<file path="src/rtl/dma_axi_master.sv">
// AXI4 DMA master: copies len_words words src->dst through a MAX_BURST-word line buffer, one burst in flight.
// len=0 completes 3 cycles after start; every AXI channel waits on its handshake, payload held while stalled.
module dma_axi_master #(
  parameter int                 MAX_BURST = 4,
  parameter int                 ID_BITS   = 4,
  parameter logic [ID_BITS-1:0] DMA_ID    = 4'd2
) (
  input  logic               ACLK,
  input  logic               ARESET,
  input  logic               start,
  input  logic [31:0]        src_addr,
  input  logic [31:0]        dst_addr,
  input  logic [15:0]        len_words,
  output logic               busy,
  output logic               done,
  output logic               err,
  output logic [ID_BITS-1:0] ARID_M,
  output logic [31:0]        ARADDR_M,
  output logic [3:0]         ARLEN_M,
  output logic [2:0]         ARSIZE_M,
  output logic [1:0]         ARBURST_M,
  output logic               ARVALID_M,
  input  logic               ARREADY_M,
  input  logic [ID_BITS-1:0] RID_M,
  input  logic [31:0]        RDATA_M,
  input  logic [1:0]         RRESP_M,
  input  logic               RLAST_M,
  input  logic               RVALID_M,
  output logic               RREADY_M,
  output logic [ID_BITS-1:0] AWID_M,
  output logic [31:0]        AWADDR_M,
  output logic [3:0]         AWLEN_M,
  output logic [2:0]         AWSIZE_M,
  output logic [1:0]         AWBURST_M,
  output logic               AWVALID_M,
  input  logic               AWREADY_M,
  output logic [31:0]        WDATA_M,
  output logic [3:0]         WSTRB_M,
  output logic               WLAST_M,
  output logic               WVALID_M,
  input  logic               WREADY_M,
  input  logic [ID_BITS-1:0] BID_M,
  input  logic [1:0]         BRESP_M,
  input  logic               BVALID_M,
  output logic               BREADY_M
);
  localparam int CNT_W = $clog2(MAX_BURST + 1);
  localparam int IDX_W = $clog2(MAX_BURST);

  typedef enum logic [2:0] {S_IDLE, S_CALC, S_AR, S_R, S_AW, S_W, S_B, S_DONE} state_t;
  state_t state, state_nxt;

  logic [31:0]      cur_src, cur_dst;
  logic [15:0]      remain;
  logic [CNT_W-1:0] beats, rbeat, wbeat;
  logic [31:0]      line_buf [MAX_BURST];
  logic [16:0]      room_src, room_dst, calc_beats;
  logic [3:0]       len_m1;
  logic             wlast;
  logic             unused;

  // Words left before the next 4KB boundary on each side.
  assign room_src = {4'd0, 13'h1000 - {1'b0, cur_src[11:0]}} >> 2;
  assign room_dst = {4'd0, 13'h1000 - {1'b0, cur_dst[11:0]}} >> 2;

  always_comb begin
    calc_beats = {1'b0, remain};
    if (calc_beats > 17'(MAX_BURST)) calc_beats = 17'(MAX_BURST);
    if (calc_beats > room_src) calc_beats = room_src;
    if (calc_beats > room_dst) calc_beats = room_dst;
  end

  assign len_m1 = 4'(beats - CNT_W'(1));
  assign wlast  = (wbeat == beats - CNT_W'(1));
  assign busy   = (state != S_IDLE);
  assign ARID_M = DMA_ID;
  assign AWID_M = DMA_ID;
  assign unused = ^{RID_M, BID_M, calc_beats[16:CNT_W]};

  always_ff @(posedge ACLK) begin
    if (ARESET) state <= S_IDLE;
    else        state <= state_nxt;
  end

  always_comb begin
    state_nxt = state;
    ARVALID_M = 1'b0;
    ARADDR_M  = '0;
    ARLEN_M   = '0;
    ARSIZE_M  = '0;
    ARBURST_M = '0;
    RREADY_M  = 1'b0;
    AWVALID_M = 1'b0;
    AWADDR_M  = '0;
    AWLEN_M   = '0;
    AWSIZE_M  = '0;
    AWBURST_M = '0;
    WVALID_M  = 1'b0;
    WDATA_M   = '0;
    WSTRB_M   = '0;
    WLAST_M   = 1'b0;
    BREADY_M  = 1'b0;
    case (state)
      S_IDLE: if (start) state_nxt = S_CALC;
      S_CALC: state_nxt = (remain == 16'd0) ? S_DONE : S_AR;
      S_AR: begin
        ARVALID_M = 1'b1;
        ARADDR_M  = cur_src;
        ARLEN_M   = len_m1;
        ARSIZE_M  = 3'b010;
        ARBURST_M = 2'b01;
        if (ARREADY_M) state_nxt = S_R;
      end
      S_R: begin
        RREADY_M = 1'b1;
        // An error anywhere in the read burst aborts before any write traffic.
        if (RVALID_M && RLAST_M) state_nxt = (err || RRESP_M != 2'b00) ? S_DONE : S_AW;
      end
      S_AW: begin
        AWVALID_M = 1'b1;
        AWADDR_M  = cur_dst;
        AWLEN_M   = len_m1;
        AWSIZE_M  = 3'b010;
        AWBURST_M = 2'b01;
        if (AWREADY_M) state_nxt = S_W;
      end
      S_W: begin
        WVALID_M = 1'b1;
        WDATA_M  = line_buf[wbeat[IDX_W-1:0]];
        WSTRB_M  = 4'hF;
        WLAST_M  = wlast;
        if (WREADY_M && wlast) state_nxt = S_B;
      end
      S_B: begin
        BREADY_M = 1'b1;
        if (BVALID_M) state_nxt = (BRESP_M != 2'b00) ? S_DONE : S_CALC;
      end
      S_DONE:  state_nxt = S_IDLE;
      default: state_nxt = S_IDLE;
    endcase
  end

  always_ff @(posedge ACLK) begin
    if (ARESET) begin
      cur_src <= '0;
      cur_dst <= '0;
      remain  <= '0;
      beats   <= '0;
      rbeat   <= '0;
      wbeat   <= '0;
      err     <= 1'b0;
      done    <= 1'b0;
    end else begin
      done <= (state == S_DONE);
      case (state)
        S_IDLE: if (start) begin
          cur_src <= src_addr;
          cur_dst <= dst_addr;
          remain  <= len_words;
          err     <= 1'b0;
        end
        S_CALC: begin
          beats <= calc_beats[CNT_W-1:0];
          rbeat <= '0;
          wbeat <= '0;
        end
        S_R: if (RVALID_M) begin
          rbeat <= rbeat + CNT_W'(1);
          if (RRESP_M != 2'b00) err <= 1'b1;
        end
        S_W: if (WREADY_M) wbeat <= wbeat + CNT_W'(1);
        S_B: if (BVALID_M) begin
          if (BRESP_M != 2'b00) err <= 1'b1;
          else begin
            cur_src <= cur_src + {{(30-CNT_W){1'b0}}, beats, 2'b00};
            cur_dst <= cur_dst + {{(30-CNT_W){1'b0}}, beats, 2'b00};
            remain  <= remain - {{(16-CNT_W){1'b0}}, beats};
          end
        end
        default: ;
      endcase
    end
  end

  // Extra beats from a misbehaving slave are dropped rather than wrapping the buffer.
  always_ff @(posedge ACLK) begin
    if (state == S_R && RVALID_M && rbeat < CNT_W'(MAX_BURST))
      line_buf[rbeat[IDX_W-1:0]] <= RDATA_M;
  end

endmodule

</file>
<file path="config.mk">
export PLATFORM = sky130hd
export DESIGN_NAME = dma_axi_master
export DESIGN_NICKNAME = d
export VERILOG_FILES = /design/src/rtl/dma_axi_master.sv
export SDC_FILE = /design/constraint.sdc
export NUM_CORES = 1
export LEC_CHECK = 0
export CORE_MARGIN = 4
export CORE_UTILIZATION = 40
export CTS_BUF_LIST = sky130_fd_sc_hd__clkbuf_8
export CTS_CLUSTER_SIZE = 16
export DETAILED_ROUTE_END_ITERATION = 12
export HOLD_SLACK_MARGIN = 0.08
export PLACE_DENSITY = 0.65
export SLEW_MARGIN = 20
export SYNTH_ARGS = -nofsm -noshare
export SYNTH_HDL_FRONTEND = slang
export SYNTH_SLANG_ARGS = --single-unit
export TNS_END_PERCENT = 1
</file>
<file path="constraint.sdc">
create_clock -name ACLK -period 5.5 [get_ports ACLK]
set_input_delay 1.1 -clock ACLK [delete_from_list [all_inputs] [get_ports ACLK]]
set_output_delay 1.1 -clock ACLK [all_outputs]
set_load 0.03 [all_outputs]
</file>
# Word-level counts from Yosys, hierarchy flattened
# Memories as Yosys holds them, arrays and structs flattened. A register that Yosys moved wholly into a read port is not among the register bits.
# Cells that the tools add are included.
# Widths: inputs -> output; s select.
# word_totals
reg_bits	94
word_cells	116
ramBits	128
n_memories	1
out_inout_bits	135
# op_classes
n_addsub	9
n_lt_le_gt_ge	4
reduce_logical	19
n_eq_ne	19
muxes	55
# mem_list
memory	words	word_bits	rd	rd_ports_with_merged_regs	wr	line_no	text
line_buf	4	32	1	1	1	56	logic [31:0] line_buf [MAX_BURST];
# op_table
op	count
$mux 32	9
$pmux 32 s2	2
$mux 16	5
$add 32x5->32	2
$mux 3	11
$gt 16x11->1	2
$pmux 16 s2	1
$sub 13x12->13 const A	2
$pmux 3 s8	1
$ne 2x2->1 const B	11
$gt 16x3->1 const B	1
$logic_not 16->1	1
$sub 16x3->16	1
$mux 1	15
$eq 3x3->1 const B	4
$mux 4	3
$pmux 3 s2	2
$reduce_and 6->1	2
$mux 2	5
$reduce_bool 2->1	5
$add 3x1->3 const B	2
$eq 3x2->1 const B	2
$reduce_bool 3->1	2
$logic_and 1x1->1	4
10 further kinds	11

# Depth between registers and ports, before layout
# Gate-level depths: netlist of run 1.
# depth
word_depth	6
depth_mapped	19
mapped_depth_nobuf	18

# Worst setup path before layout of run 1
# Ideal clock, no wire load.
# synth_timing
path_type	register -> register
start	register cur_src[3]
end	register beats[2]
synth_period_minus_slack_ps	4442
required_time_ps	5378
arrival_time_ps	4320
n_path_buf	1
setup_slack_ps	1058
path_stages_with_launch	19
path_cell_list	dfxtp_1 -> or4_4 -> or4_4 -> or3_4 -> nor3_4 -> xor2_2 -> ha_1 -> nand4_1 -> o32ai_1 -> a211o_1 -> buf_4 -> mux2_2 -> ha_1 -> nand4_1 -> nor3_1 -> nor3_1 -> a21oi_1 -> nor3_1 -> a221o_1
# synth_between
elab_chain_cells	5
# synth_rtl
element	line_no	text
start: declaration	53	logic [31:0] cur_src, cur_dst;
start signal: assignment	157	cur_src <= src_addr;
start signal: assignment	175	cur_src <= cur_src + {{(30-CNT_W){1'b0}}, beats, 2'b00};
$sub 13x12->13 (*)	63	assign room_src = {4'd0, 13'h1000 - {1'b0, cur_src[11:0]}} >> 2;
$gt 16x11->1	69	if (calc_beats > room_src) calc_beats = room_src;
$mux 16 (*)	69	
$gt 16x11->1	70	if (calc_beats > room_dst) calc_beats = room_dst;
$mux 3 (*)	70	
end signal: assignment	163	beats <= calc_beats[CNT_W-1:0];
end: declaration	55	logic [CNT_W-1:0] beats, rbeat, wbeat;
# Mark *: on every way between the ends. The rest lies on a longest branch, timed or not.
# A chain may end at the register's enable or synchronous reset.

# Worst setup path after layout of run 1
# Ends and elaborated chain as after synthesis.

==> summary.txt, run 1 <==
Status
  – Status: finished clean

Layout
  – Final Core Density: about 52%
  – ANT cells: 0
  – Register area: 5770 sq um
  – Design area: approximately 16,000 sq um
  – Synth-to-Final Area Change: 27.1%
  – Commonest non-fill, non-tap cells in the layout: 244 x clkdlybuf4s50_1, 128 x edfxtp_1, 105 x nor2_1
  – Layout cells sized above 1: 8.06%
  – Area of the multi-input gates: approximately 5900 sq um
  – Nets: 1,620
  – Fillers: 2,727
  – Most common cell after layout, fill and taps aside: clkdlybuf4s50_1

Global route
  – Initial antenna violation count: 2
  – Gr ovfl total: 0
  – Total GRT Usage: 20.9%
  – First-pass GRT wire length: between 50,000 and 60,000 microns
  – Largest net degree at the start of global routing: 87
  – Vias in the first global route: between 10,000 and 15,000

Timing
  – Tcrit/Tclk final: 90.5%
  – Rel. slew slack: ~35%
  – Max Slew Vio Count: 0
  – Min Tclk post-route: 4980 ps
  – Slew @ Worst Pin: 968 ps
  – Final hold vios: 0
  – # setup viols final: 0
  – Fmax achieved: approximately 0.2 GHz
  – RSZ-0062 raised after global routing: no
  – Setup TNS: 0 ps
  – Worst Skew: ~20 ps
  – Setup ws final: 523 ps

Placement
  – Post-DP Area: about 15,000 sq um
  – Hpwl dp: 25,300 microns
  – DP Worst Slack: a little under 600 ps
  – Routability congestion estimate from global placement: 0.879
  – Port buffer count: around 250

Synth
  – Total number of yosys warnings: 0
  – Cell Area, Synth: 12,300 sq um
  – Post-synthesis mux area share: 6.20%
  – EDFF count, synth: 128
  – XOR/XNOR Fraction of Synth Area: 1.56%
  – Compound-Gate Fraction of Synth Area: approximately 15%
  – Simple-gate area share of the yosys netlist: 20.1%
  – Main combinational cell family by area after synthesis: simple AND/OR/NAND/NOR gates
  – Synth Register Bits: 224
  – Top_reg_cell synth: edfxtp_1
  – Syn Area/Cell: ~10 sq um
  – Asr flop ratio synth: 0%
  – Post-synth cell types: 78
  – Adder-cell area share of the yosys netlist: 4.26%
  – Seq/Total Area, Yosys: ~47%
  – Syn Inst Count: ~1,200

Die
  – Rows: 63
  – Core area: 30,000 sq um
  – Die Area: 33,600 sq um
  – Die Wd: 183 microns
  – Ports: 268
  – Die Ht: 183 microns
  – Starting density of the core: 41.0%

Clocking
  – Post-CTS Resized: 0
  – # hold bufs at CTS: 0
  – Post-CTS Setup Repair Bufs: 0
  – Register clock-pin slew on the reported worst setup and hold paths: 60 ps
  – Total CTS buffers: 41
  – CTS Buffer Depth: 3
  – CTS root buffer: clkbuf_8
  – CTS tree: built
  – Clock Sinks: 224
  – H-tree Lvls: 2
  – Clk Latency, worst-skew pair: 540 ps

Power and ir drop
  – Leak pwr: around 5.6 nW
  – Logic pwr share: 43.1%
  – Max VDD drop: 0.000432 V
  – Seq pwr share: a little over a third
  – Power per cell area: 430 nW/um^2
  – NetSw: 0.00280 W
  – P_int: about 0.004 W
  – Clk network pwr share: 21.5%
  – Switching part of the total: 41.7%

Critical path
  – Startpoint types: flip-flop
  – CP arrival: around 5400 ps
  – WP data required: about 5900 ps
  – Worst-path cell chain: or4_4, or4_4, or3_4, nor3_4, xor2_2, ha_1, nand4_1, o32ai_1, a211o_1, mux2_2, ha_1, nand4_1, nor3_1, nor3_1, a21oi_1, nor3_1, a221o_1
  – Critical-path top delay cell: or4_4
  – Worst setup EP type: flip-flop
  – Crit-path max FO: 11
  – Most used cell, CP: nor3_1
  – Max incr delay on CP: between 500 and 600 ps
  – Critical path class: flip-flop to flip-flop

Route
  – Wire length per cell: 19.4 microns
  – DR iter-0 viols: 774
  – Via density: 5.52
  – DRC viols: 0
  – TritonRoute pass-1 iters: 5
  – Vias: 10,293
  – Antenna Nets Post-Route: 0
  – Detailed-route wire length: 36,300 microns

Min path
  – Hold Crit Class: flip-flop to flip-flop

Job
  – MaxCap Viol Count: 0
layer usage:
| metal | GRT usage, % | share of wire, % | vias up | wire, microns |
|---|---|---|---|---|
| li1 | - | - | 4943 | - |
| met1 | 28.6 | 44 | 4920 | 15900 |
| met2 | 34.0 | 47 | 375 | 16900 |
| met3 | 4.54 | 7.4 | 51 | 2670 |
| met4 | 5.18 | 2.1 | 4 | 766 |
| met5 | 0 | 0.061 | - | 22 |
flip-flops by register name, indices dropped and copies added (netlist names), named ones only:
register	cells
wbeat	3
rbeat	3
state	3
cur_src	32
done	1
beats	3
line_buf	128
remain	16
err	1
cur_dst	32
power by group through the flow:
stage / clock network, W / logic, W / registers (W)
finish: 0.00144 / 0.00289 / 0.00238
global route: 0.00156 / 0.00321 / 0.00243
CTS: 0.00148 / 0.00288 / 0.00237
detailed placement: 0 / 0.00287 / 0.00240
global placement: 0 / 0.00282 / 0.00239
floorplan: 0 / 0.00218 / 0.00224
synthesized netlist by cell type, drive strengths merged (5+ instances only):
master | number | area share [%]
dfxtp | 96 | 16
or3 | 13 | 0.71
a22oi | 12 | 0.73
clkbuf | 68 | 2.3
nand3 | 31 | 1.3
buf | 37 | 1.9
o211ai | 6 | 0.37
a21o | 17 | 1.0
nor4 | 12 | 0.66
xnor2 | 12 | 0.86
nand4 | 19 | 0.97
edfxtp | 128 | 31
o21a | 8 | 0.49
a211oi | 36 | 2.2
or4 | 10 | 0.67
nor2b | 39 | 2.0
and2 | 67 | 3.4
a21oi | 89 | 3.6
xor2 | 9 | 0.70
o21ai | 46 | 1.9
ha | 37 | 3.8
o32ai | 11 | 0.78
nor3 | 36 | 1.6
nor2 | 105 | 3.2
nand2 | 95 | 2.9
a2bb2oi | 5 | 0.36
inv | 32 | 0.98
o31ai | 6 | 0.37
nand2b | 13 | 0.66
mux4 | 32 | 5.9
o22ai | 10 | 0.51
and3 | 22 | 1.1
a31oi | 11 | 0.56
logic make-up after synthesis:
| group | after synthesis |
|---|---|
| buf+inv | 139 |
| simple gates | 477 |
| xor+xnor | 21 |
| fa+ha+maj | 40 |
| flops | 224 |
| mux | 36 |
| other cells | 2 |
| compound gates | 291 |
worst paths after layout:
check / startpoint / end / slack (ps) / cells after the start
min reg2reg: rbeat[2] / rbeat[2] / 470 / 2
min: rbeat[2] / rbeat[2] / 470 / 2
max reg2reg: cur_src[3] / beats[2] / 520 / 17
max: cur_src[3] / beats[2] / 520 / 17
through the flow:
| step | instances | hold slack [ps] | total power, W |
|---|---|---|---|
| 2_1_floorplan | 1250 | 437 | 0.00442 |
| 3_3_place_gp | 1794 | 447 | 0.00521 |
| 3_5_place_dp | 1794 | 468 | 0.00527 |
| 4_1_cts | 1866 | 477 | 0.00674 |
| 5_1_grt | 1866 | 522 | 0.00720 |
| 6_report | 1866 | 469 | 0.00672 |
worst max-delay path, delay by kind of cell, from the launching register on:
family / cells / cell delay, ps
adder cells (fa/ha/maj): 2 / 480
XOR/XNOR: 1 / 180
multiplexers: 1 / 410
flip-flops: 1 / 340
AO/OA/AOI/OAI: 4 / 1280
AND/OR/NAND/NOR: 9 / 2160
layout make-up:
class                   count  share of cell area (%)
repair buffers            260                    16.4
flip-flops and latches    224                    36.9
well taps                 390                    3.12
multi-input cells         887                    38.0
clock buffers              44                    3.88
inverters                  33                   0.793
clock inverters            28                   0.857
Power figures use the tool's default switching activity.
==> run 2, diff against run 1 <==
--- a/config.mk
+++ b/config.mk
@@ -5,14 +5,15 @@
 export SDC_FILE = /design/constraint.sdc
 export NUM_CORES = 1
 export LEC_CHECK = 0
+export CELL_PAD_IN_SITES_DETAIL_PLACEMENT = 1
+export CELL_PAD_IN_SITES_GLOBAL_PLACEMENT = 1
 export CORE_MARGIN = 4
 export CORE_UTILIZATION = 40
 export CTS_BUF_LIST = sky130_fd_sc_hd__clkbuf_8
 export CTS_CLUSTER_SIZE = 16
 export DETAILED_ROUTE_END_ITERATION = 12
 export HOLD_SLACK_MARGIN = 0.08
-export PLACE_DENSITY = 0.65
-export SLEW_MARGIN = 20
+export PLACE_DENSITY_LB_ADDON = 0.1
 export SYNTH_ARGS = -nofsm -noshare
 export SYNTH_HDL_FRONTEND = slang
 export SYNTH_SLANG_ARGS = --single-unit
==> run 2 against run 1 <==
Against the previous run: flip-flop and latch count stayed put; critical path depth unchanged; maximum frequency shrank 0.87%; clock power rose by 17%; utilization is 0.33 points higher; sequential power barely moved; die area is the same; final cell count is the same; largest cell class unchanged; via count up 1.2%.
==> summary.txt, run 2 (synthesis gave the netlist of run 1 again) <==
Status
  – Status: finished clean (unchanged)

Critical path
  – Crit-path max FO: 11 (unchanged)
  – Worst R2R End: beats[2] (unchanged)
  – WP data required: 5930 ps (was 5910 ps)
  – R2R cell count: 17 (unchanged)
  – Critical path startpoint: cur_src[3] (unchanged)
  – CP arrival: 5450 ps (was 5380 ps)
  – FF-to-FF setup slack: 480 ps (was 520 ps)
  – Reg2reg start: cur_src[3] (unchanged)
  – Worst setup EP type: flip-flop (unchanged)
  – Startpoint types: flip-flop (unchanged)
  – Critical path class: flip-flop to flip-flop (unchanged)
  – Critical Path Sink: beats[2] (unchanged)

Layout
  – Design area: 15,700 sq um (was 15,600 sq um)
  – Most common cell after layout, fill and taps aside: clkdlybuf4s50_1 (unchanged)
  – Area of the multi-input gates: 5940 sq um (about the same)
  – Synth-to-Final Area Change: 27.9% (was 27.1%)
  – Nets: 1,617 (was 1,620)
  – Register area: 5770 sq um (unchanged)
  – Fillers: 3,370 (was 2,727)
  – Commonest non-fill, non-tap cells in the layout: 244 x clkdlybuf4s50_1, 128 x edfxtp_1, 105 x nor2_1 (unchanged)
  – Max FFs per register: 128 (unchanged)
  – Layout cells sized above 1: 8.34% (was 8.06%)
  – Post-Layout Cell Count: 1,866 (unchanged)

Clocking
  – CTS root buffer: clkbuf_8 (unchanged)
  – Total CTS buffers: 42 (was 41)
  – Clock Sinks: 224 (unchanged)
  – CTS tree: built (unchanged)
  – Post-CTS Setup Repair Bufs: 0 (unchanged)
  – Clk Latency, worst-skew pair: 560 ps (was 540 ps)
  – Register clock-pin slew on the reported worst setup and hold paths: 70 ps (was 60 ps)
  – Post-CTS Resized: 0 (unchanged)
  – H-tree Lvls: 2 (unchanged)
  – # hold bufs at CTS: 0 (unchanged)
  – CTS Buffer Depth: 3 (unchanged)

Timing
  – Tcrit/Tclk final: 91.3% (was 90.5%)
  – Setup TNS: 0 ps (unchanged)
  – Min Tclk post-route: 5020 ps (was 4980 ps)
  – Rel. slew slack: 34.2% (was 35.4%)
  – RSZ-0062 raised after global routing: no (unchanged)
  – Hold Slack: 475 ps (was 469 ps)
  – # setup viols final: 0 (unchanged)
  – Slew @ Worst Pin: 986 ps (was 968 ps)
  – Max Slew Vio Count: 0 (unchanged)
  – Setup ws final: 479 ps (was 523 ps)
  – Fmax achieved: 0.199 GHz (was 0.201 GHz)
  – Final hold vios: 0 (unchanged)
  – Worst Skew: 20.7 ps (was 20.4 ps)

Power and ir drop
  – Leak pwr: 5.61 nW (was 5.56 nW)
  – Logic pwr share: 41.6% (was 43.1%)
  – Max VDD drop: 0.000187 V (was 0.000432 V)
  – NetSw: 0.00290 W (was 0.00280 W)
  – P_int: 0.00410 W (was 0.00391 W)
  – Switching part of the total: 41.4% (was 41.7%)
  – Power per cell area: 445 nW/um^2 (was 430 nW/um^2)
  – Seq pwr share: 34.3% (was 35.4%)
  – Clk network pwr share: 24.1% (was 21.5%)

Placement
  – Port buffer count: 245 (unchanged)
  – Placed cells: 1,790 (was 1,794)
  – Routability congestion estimate from global placement: 0.796 (was 0.879)
  – DP Worst Slack: 534 ps (was 594 ps)
  – Post-DP Area: 14,900 sq um (about the same)
  – Hpwl dp: 27,800 microns (was 25,300 microns)

Route
  – Via density: 5.58 (was 5.52)
  – Wire length per cell: 21.3 microns (was 19.4 microns)
  – Detailed-route wire length: 39,800 microns (was 36,300 microns)
  – Antenna Nets Post-Route: 0 (unchanged)
  – DR iter-0 viols: 641 (was 774)
  – DRC viols: 0 (unchanged)
  – Vias: 10,418 (was 10,293)
  – TritonRoute pass-1 iters: 5 (unchanged)

Job
  – MaxCap Viol Count: 0 (unchanged)

Global route
  – Initial antenna violation count: 4 (was 2)
  – Vias in the first global route: 11,016 (was 10,170)
  – First-pass GRT wire length: 62,000 microns (was 56,200 microns)
  – Largest net degree at the start of global routing: 82 (was 87)
  – Total GRT Usage: 23.1% (was 20.9%)
  – Gr ovfl total: 0 (unchanged)

Die
  – Die Area: 33,600 sq um (unchanged)
  – Die Ht: 183 microns (unchanged)
  – Die Wd: 183 microns (unchanged)
  – Core area: 30,000 sq um (unchanged)
  – Starting density of the core: 41.0% (unchanged)
  – Ports: 268 (unchanged)
  – Rows: 63 (unchanged)

Min path
  – Hold Crit Class: flip-flop to flip-flop (unchanged)
run 2: changes by cell type in the layout (fill, tap and decap cells not counted), sizes merged:
| cell | change |
|---|---|
| bufinv | +4 |
| clkbuf | -1 |
| inv | +1 |
| buf | -4 |
| diode | +1 |
| clkinv | -1 |
run 2: worst max-delay path, cell delays in order, from the launching register on:
cell and delay (ps):
dfxtp_1 340, or4_4 580, or4_4 460, or3_4 380, nor3_4 180, xor2_2 170
ha_1 180, nand4_1 100, o32ai_1 240, a211o_1 390, mux2_2 420, ha_1 290
nand4_1 90, nor3_1 220, nor3_1 90, a21oi_1 370, nor3_1 110, a221o_1 270
run 2: how the worst min path moves through the flow:
| stage | end | depth (start not counted) | startpoint | slack [ps] |
|---|---|---|---|---|
| 2_1_floorplan | rbeat[2] | 2 | rbeat[2] | 440 |
| 3_3_place_gp | rbeat[2] | 2 | rbeat[2] | 450 |
| 3_5_place_dp | rbeat[2] | 2 | rbeat[2] | 460 |
| 4_1_cts | rbeat[2] | 2 | rbeat[2] | 470 |
| 5_1_grt | cur_src[1] | 2 | cur_src[1] | 530 |
| 6_report | rbeat[2] | 2 | rbeat[2] | 470 |
run 2: metal layers:
layer	global-route usage, %	part of all wire (%)	vias to the layer above
li1	-	-	4939
met1	28.7	42	5116
met2	40.8	50	280
met3	5.00	5.8	77
met4	6.35	2.5	6
met5	0	0.11	-
run 2: layout make-up:
cell class	instances	share of cell area, %
inverters	33	0.788
well taps	390	3.10
repair buffers	256	16.1
clock buffers	43	3.77
multi-input cells	887	37.8
flip-flops and latches	224	36.7
diodes	1	0.0159
clock inverters	32	1.71
run 2: stage by stage:
stage	total power, W	utilization [%]
2_1_floorplan	0.00442	-
3_3_place_gp	0.00523	49.6
3_5_place_dp	0.00532	49.6
4_1_cts	0.00705	52.5
5_1_grt	0.00751	52.5
6_report	0.00700	52.5
run 2: power groups by stage:
| stage | clock network (W) | logic, W | registers [W] |
|---|---|---|---|
| finish | 0.00169 | 0.00291 | 0.00240 |
| global route | 0.00181 | 0.00325 | 0.00245 |
| floorplan | 0 | 0.00218 | 0.00224 |
| global placement | 0 | 0.00282 | 0.00241 |
| CTS | 0.00173 | 0.00292 | 0.00240 |
| detailed placement | 0 | 0.00290 | 0.00243 |
